<file path="src/rtl/ssd_scan_decoder.sv">
// ssd_scan_decoder: readback monitor for a multiplexed 4-digit seven-segment bus.
// Recovers the displayed hex digits and the overflow ("ovfL") indication.
// Ports: clk, reset (sync, active-high); seg[6:0] (bit0=a..bit6=g, active-high);
//        an[3:0] (active-low, an[3] leftmost); hex_digits[15:0] ([15:12]=digit3);
//        is_overflow, decode_err (last frame status); frame_valid (1-cycle update pulse).
module ssd_scan_decoder #(
    parameter int STABLE_CYCLES = 4,
    parameter int CNT_W         = 8
) (
    input  logic        clk,
    input  logic        reset,
    input  logic [6:0]  seg,
    input  logic [3:0]  an,
    output logic [15:0] hex_digits,
    output logic        is_overflow,
    output logic        decode_err,
    output logic        frame_valid
);
    localparam logic [CNT_W-1:0] STABLE = CNT_W'(STABLE_CYCLES);

    logic [3:0]       s_an, p_an, sel, seen, bad;
    logic [6:0]       s_seg, p_seg;
    logic [CNT_W-1:0] cnt, cnt_nxt;
    logic             cap, valid, same, capture, ovf;
    logic [3:0][6:0]  raw;
    logic [15:0]      num;

    function automatic logic [4:0] dec7(input logic [6:0] p);
        case (p)
            7'h3f: return 5'h00;
            7'h06: return 5'h01;
            7'h5b: return 5'h02;
            7'h4f: return 5'h03;
            7'h66: return 5'h04;
            7'h6d: return 5'h05;
            7'h7d: return 5'h06;
            7'h07: return 5'h07;
            7'h7f: return 5'h08;
            7'h67: return 5'h09;
            7'h77: return 5'h0a;
            7'h7c: return 5'h0b;
            7'h39: return 5'h0c;
            7'h5e: return 5'h0d;
            7'h79: return 5'h0e;
            7'h71: return 5'h0f;
            default: return 5'h10;
        endcase
    endfunction

    // sel is the one-hot digit position; a sample is valid only with exactly one anode low
    assign sel     = ~s_an;
    assign valid   = $onehot(sel);
    assign same    = valid && s_an == p_an && s_seg == p_seg;
    assign cnt_nxt = !valid ? '0 : same ? (cnt == STABLE ? cnt : cnt + CNT_W'(1)) : CNT_W'(1);
    // a fresh run starts uncaptured even if the previous run was captured
    assign capture = valid && cnt_nxt == STABLE && !(same && cap);

    always_ff @(posedge clk) begin
        if (reset) begin
            s_an  <= '0;
            s_seg <= '0;
            p_an  <= '0;
            p_seg <= '0;
            cnt   <= '0;
            cap   <= 1'b0;
        end else begin
            s_an  <= an;
            s_seg <= seg;
            p_an  <= s_an;
            p_seg <= s_seg;
            cnt   <= cnt_nxt;
            cap   <= capture || (same && cap);
        end
    end

    // a completed frame clears seen, but a capture on that same edge starts the next frame
    always_ff @(posedge clk) begin
        if (reset) begin
            raw  <= '0;
            seen <= '0;
        end else begin
            seen <= (seen == 4'hf ? 4'h0 : seen) | (capture ? sel : 4'h0);
            for (int i = 0; i < 4; i++)
                if (capture && sel[i]) raw[i] <= s_seg;
        end
    end

    assign ovf = raw == {7'h3f, 7'h1c, 7'h71, 7'h38};

    always_comb begin
        num = '0;
        bad = '0;
        for (int i = 0; i < 4; i++)
            {bad[i], num[4*i +: 4]} = dec7(raw[i]);
    end

    always_ff @(posedge clk) begin
        if (reset) begin
            hex_digits  <= '0;
            is_overflow <= 1'b0;
            decode_err  <= 1'b0;
            frame_valid <= 1'b0;
        end else begin
            frame_valid <= seen == 4'hf;
            if (seen == 4'hf) begin
                hex_digits  <= ovf ? 16'habcd : num;
                is_overflow <= ovf;
                decode_err  <= !ovf && |bad;
            end
        end
    end
endmodule

</file>
<file path="config.mk">
export PLATFORM = sky130hd
export DESIGN_NAME = ssd_scan_decoder
export DESIGN_NICKNAME = d
export VERILOG_FILES = /design/src/rtl/ssd_scan_decoder.sv
export SDC_FILE = /design/constraint.sdc
export NUM_CORES = 1
export LEC_CHECK = 0
export CELL_PAD_IN_SITES_DETAIL_PLACEMENT = 1
export CELL_PAD_IN_SITES_GLOBAL_PLACEMENT = 1
export CORE_UTILIZATION = 36
export CTS_BUF_LIST = sky130_fd_sc_hd__clkbuf_4
export DETAILED_ROUTE_END_ITERATION = 10
export PLACE_DENSITY_LB_ADDON = 0.1
export SYNTH_ARGS = -nofsm -noshare
export SYNTH_HDL_FRONTEND = slang
export SYNTH_SLANG_ARGS = --single-unit
export TNS_END_PERCENT = 50
</file>
<file path="constraint.sdc">
create_clock -name clk -period 3.7 [get_ports clk]
set_input_delay 0.74 -clock clk [delete_from_list [all_inputs] [get_ports clk]]
set_output_delay 0.74 -clock clk [all_outputs]
set_load 0.02 [all_outputs]
</file>
# Word-level counts from Yosys, hierarchy flattened
# Index checks and enable logic that the tools add are counted.
# totals
register_bits	82
out_inout_bits	19
elab_cells	116
# op_classes
add_sub_neg	4
eq_ne	71
mux	10
bitwise_logic	2
n_reduce_logical	14
# ops
operator	n
equality test 7 bit, second input constant	48
case mux 5 bit (16 select lines)	4
equality test 7 x 3 -> 1 bit, second input constant	8
equality test 7 x 6 -> 1 bit, second input constant	8
equality test 28 x 27 -> 1 bit, second input constant	1
two-way mux 8 bit	3
equality test 8 x 3 -> 1 bit, second input constant	2
two-way mux 16 bit	1
logical AND 1 bit	10
adder 8 x 1 -> 8 bit, second input constant	1
two-way mux 4 bit	2
equality test 7 bit	1
adder 1 x 1 -> 2 bit	2
equality test 4 bit	1
equality test 4 bit, second input constant	1
NOT 4 bit	1
bitwise OR 4 bit	1
OR reduction 4 bit	1
adder 2 x 2 -> 3 bit	1
equality test 3 x 1 -> 1 bit, second input constant	1
zero test 1 bit	2
logical OR 1 bit	1

# Logic depth before layout (Yosys ltp)
# logic_depth
depth_word	13
ltp_mapped	11
depth_no_buf	10

# Worst setup path before layout
# OpenSTA, ideal clock, no wires.
# synth_timing
path_type	register to register
startpoint	reg s_an[0]
endpoint	reg cnt[2]
setup_time_ns	0.078
arrival_time_ns	2.694
path_slack_ns	0.928
path_stages_with_launch	11
path_buffers	1
synth_period_minus_slack_ns	2.772
path_cell_list	dfxtp_1 -> fa_1 -> inv_1 -> ha_1 -> ha_1 -> nor2_1 -> nand4_1 -> or4_1 -> or2_2 -> clkbuf_1 -> nor3_1
# synth_between
elab_chain_cells	8
elab_cells_between_ends	9
# synth_rtl
item	line	rtl
start: declaration	21	logic [3:0] s_an, p_an, sel, seen, bad;
start signal: assignment	67	s_an <= an;
NOT 4 bit	51	assign sel = ~s_an;
adder 1 x 1 -> 2 bit (implied by the code)	52	assign valid = $onehot(sel);
adder 2 x 2 -> 3 bit (implied by the code)	52	
equality test 3 x 1 -> 1 bit	52	
logical AND 1 bit (2 in a row)	53	assign same = valid && s_an == p_an && s_seg == p_seg;
two-way mux 8 bit	54	assign cnt_nxt = !valid ? '0 : same ? (cnt == STABLE ? cnt : cnt + CNT_W'(1)) : CNT_W'(1);
two-way mux 8 bit *	54	
end signal: assignment	71	cnt <= cnt_nxt;
end: declaration	23	logic [CNT_W-1:0] cnt, cnt_nxt;
# Mark *: on every way between the ends. The rest lies on a longest branch, timed or not.
# A chain may end at the register's enable or synchronous reset.

# Worst setup path after layout
# layout_timing
startpoint	reg s_an[0]
endpoint	reg raw[1] (netlist name)
# layout_between
elab_chain_cells	12
elab_cells_between_ends	15
# layout_rtl
item	line	rtl
NOT 4 bit	51	
adder 1 x 1 -> 2 bit (implied by the code)	52	
adder 2 x 2 -> 3 bit (implied by the code)	52	
equality test 3 x 1 -> 1 bit	52	
logical AND 1 bit (2 in a row)	53	
two-way mux 8 bit (2 in a row)	54	
equality test 8 x 3 -> 1 bit	56	assign capture = valid && cnt_nxt == STABLE && !(same && cap);
logical AND 1 bit (2 in a row)	56	
logical AND 1 bit *	84	if (capture && sel[i]) raw[i] <= s_seg;
end signal: indexed assignment	84	
end: declaration	25	logic [3:0][6:0] raw;
# Marks and branches as above.

==> flow_metrics.py <==
metrics = {
    "run_status": {
        "status": "completed",
    },
    "synth": {
        "yosysWarnings": 0,
        "ys_ff_latch": 82,
        "netlist_area_sq_mm": 0.00454,
        "synth.top_cells.by_area": "dfxtp_1 36%, mux2i_1 6.6%, nand2b_1 6.1%, nor2_1 4.6%, nand2_1 3.3%",
        "synth_flop_cell": "dfxtp_1",
        "synth_common_cells": "82 x dfxtp_1, 56 x nor2_1, 44 x nand2b_1",
        "syn_inst": 550,
        "avgSynthCellArea_sq_um": 8.25,
        "yosysTopAreaCell": "dfxtp_1",
        "syn_nets": 568,
        "synth.top_cell.area_share_pct": 36.2,
        "ys_seq_area_share_pct": 36.2,
        "synth_edf_count": 0,
        "ys_async_sr_fraction_pct": 0,
        "yosysUniqueCellTypes": 63,
        "synth.most_common_cell": "dfxtp_1",
    },
    "power_and_ir_drop": {
        "peakVddDrop_mv": 0.267,
        "p_per_area_mw_per_mm2": 316,
        "p_leak_nw": 1.87,
        "finalPower_mw": 1.59,
    },
    "cts": {
        "cts_max_level": 3,
        "cts_tree": "yes",
        "root_buffer": "clkbuf_4",
        "post-cts-setup-buffer-count": 0,
        "clock_sink_count": 82,
        "clock_latency_ns": 0.45,
        "clockBufferDepth": 2,
        "cts_buffers": 9,
        "cts_hold_buf": 0,
        "clkTransAtPathRegs_ns": 0.12,
        "cts_resized": 0,
    },
    "floorplan": {
        "die_w_um": 114,
        "rows": 40,
        "start_util_pct": 37.3,
        "dieArea_sq_mm": 0.0131,
        "die_h_um": 114,
        "num_io_pins": 32,
        "coreArea_sq_mm": 0.0122,
    },
    "worst_setup_path": {
        "critPathKind": "flip-flop to flip-flop",
        "startpoint_type": "flip-flop",
        "cp.arrival_ns": 3.34,
        "end_kind": "flip-flop",
        "cp_max_fo": 8,
        "crit_required_ns": 4.02,
    },
    "drt": {
        "drtPass1Iterations": 4,
        "finalWirelength_um": 11500,
        "routedWlPerCell_um": 15.9,
        "drt_iter0_drc": 155,
        "antenna_left": 0,
        "vias_per_cell": 5.21,
        "drc_errors": 0,
        "dr_total_vias": 3756,
    },
    "place": {
        "dp_cells": 705,
        "gp_congestion": 0.792,
        "dp.final_hpwl_um": 8170,
        "io_buffers": 31,
        "pre_cts_ws_ns": 0.679,
    },
    "timing": {
        "clock_skew_ns": 0.0148,
        "setup_viol": 0,
        "slew_violations": 0,
        "maxSlewHeadroom_pct": 41.5,
        "tns_ns": 0,
        "max_freq_ghz": 0.332,
        "worst_slack_ns": 0.684,
        "worst_pin_slew_ns": 0.878,
        "rsz0062_at_grt": "no",
        "fin_crit_ns": 3.02,
        "finalCritPeriodShare_pct": 81.5,
        "hold_viol_final": 0,
    },
    "global_routing": {
        "grt_overflow": 0,
        "grt_max_degree": 60,
        "grt_pass1_vias": 3824,
        "grt_usage_pct": 19.1,
        "grt_antenna_before_repair": 0,
        "grt_pass1_wl_um": 19400,
    },
    "finish": {
        "seq_area_sq_mm": 0.00164,
        "fill_cells": 1463,
        "final_layout_size_suffix_gt1_share_pct": 6.69,
        "num_antenna_cells": 0,
        "final_cells": 721,
        "fin_nets": 566,
        "syn2layout_area_growth_pct": 11.0,
        "multi_input_area_sq_mm": 0.00264,
    },
    "min_path": {
        "hp-class": "flip-flop to flip-flop",
    },
    "run": {
        "cap_violations": 0,
    },
}
per-layer routing:
metal / vias to the layer above / share of wire [%] / track usage (%)
met5: - / 0 / 0
met4: 0 / 0.98 / 5.37
met3: 9 / 2.6 / 4.18
met2: 42 / 49 / 32.6
met1: 1785 / 48 / 24.1
li1: 1920 / - / -
cell usage in the layout, fill, tap and decap left out, types with 5 or more instances in the layout:
master,instances
xor2_1,8
nand2_1,40
nor2b_1,20
nand4_1,10
nor2_1,56
dfxtp_1,82
xnor2_1,17
mux2i_1,30
nand2b_1,44
inv_1,17
o22ai_1,7
nor3b_1,6
nand3b_1,7
clkbuf_4,12
o21ai_0,15
nand3_1,15
nor3_1,17
a211oi_1,9
a31oi_1,6
and3_1,5
a21oi_1,18
clkdlybuf4s50_1,30
state kept, by name (all words and copies together) (netlist names), 4 cells and up:
signal and count:
s_an 4, raw 28, p_seg 7, hex_digits 16
s_seg 7, seen 4, p_an 4, cnt 8
per-stage QoR:
stage | cell area (sq um) | hold WS (ns) | utilization [%]
global route | 5030 | 0.493 | 41.4
floorplan | 4540 | 0.441 | -
CTS | 5030 | 0.473 | 41.4
global placement | 4870 | 0.441 | 40.0
finish | 5030 | 0.469 | 41.4
detailed placement | 4870 | 0.453 | 40.0
cells by family after synthesis:
family                   count (synthesis)  share of synthesized area (%)
multiplexers                            30                           6.62
AND/OR/NAND/NOR                        255                           31.3
adder cells (fa/ha/maj)                  5                           1.54
XOR/XNOR                                25                           4.83
flip-flops                              82                           36.2
buffers and inverters                   62                           5.63
AO/OA/AOI/OAI                           91                           13.9
path summary, 6_finish.rpt:
path | from | end | slack (ns) | depth (start not counted)
min | hex_digits[10] | hex_digits[10] | 0.47 | 2
max | s_an[0] | raw[1] | 0.68 | 10
min reg2reg | hex_digits[10] | hex_digits[10] | 0.47 | 2
max reg2reg | s_an[0] | raw[1] | 0.68 | 10
worst max-delay path, cell delays in order, from the launching register on:
cell	delay (ns)
dfxtp_1	0.38
fa_1	0.56
inv_1	0.04
ha_1	0.17
ha_1	0.26
nor2_1	0.15
nand4_1	0.10
or4_1	0.56
nor2_4	0.21
nand3b_2	0.27
mux2i_1	0.19
area by class of cell:
| class | instances | area share (%) |
|---|---|---|
| clock inverters | 4 | 1.52 |
| well taps | 168 | 4.17 |
| inverters | 17 | 1.27 |
| repair buffers | 32 | 6.21 |
| flip-flops and latches | 82 | 32.6 |
| clock buffers | 12 | 1.79 |
| multi-input cells | 406 | 52.4 |
power breakdown:
part | switching [mW] | total (mW) | internal, mW
Sequential | 0.00918 | 0.904 | 0.895
Combinational | 0.0375 | 0.0762 | 0.0387
Clock | 0.314 | 0.612 | 0.298
No activity file was read; power rests on OpenSTA's default activity.
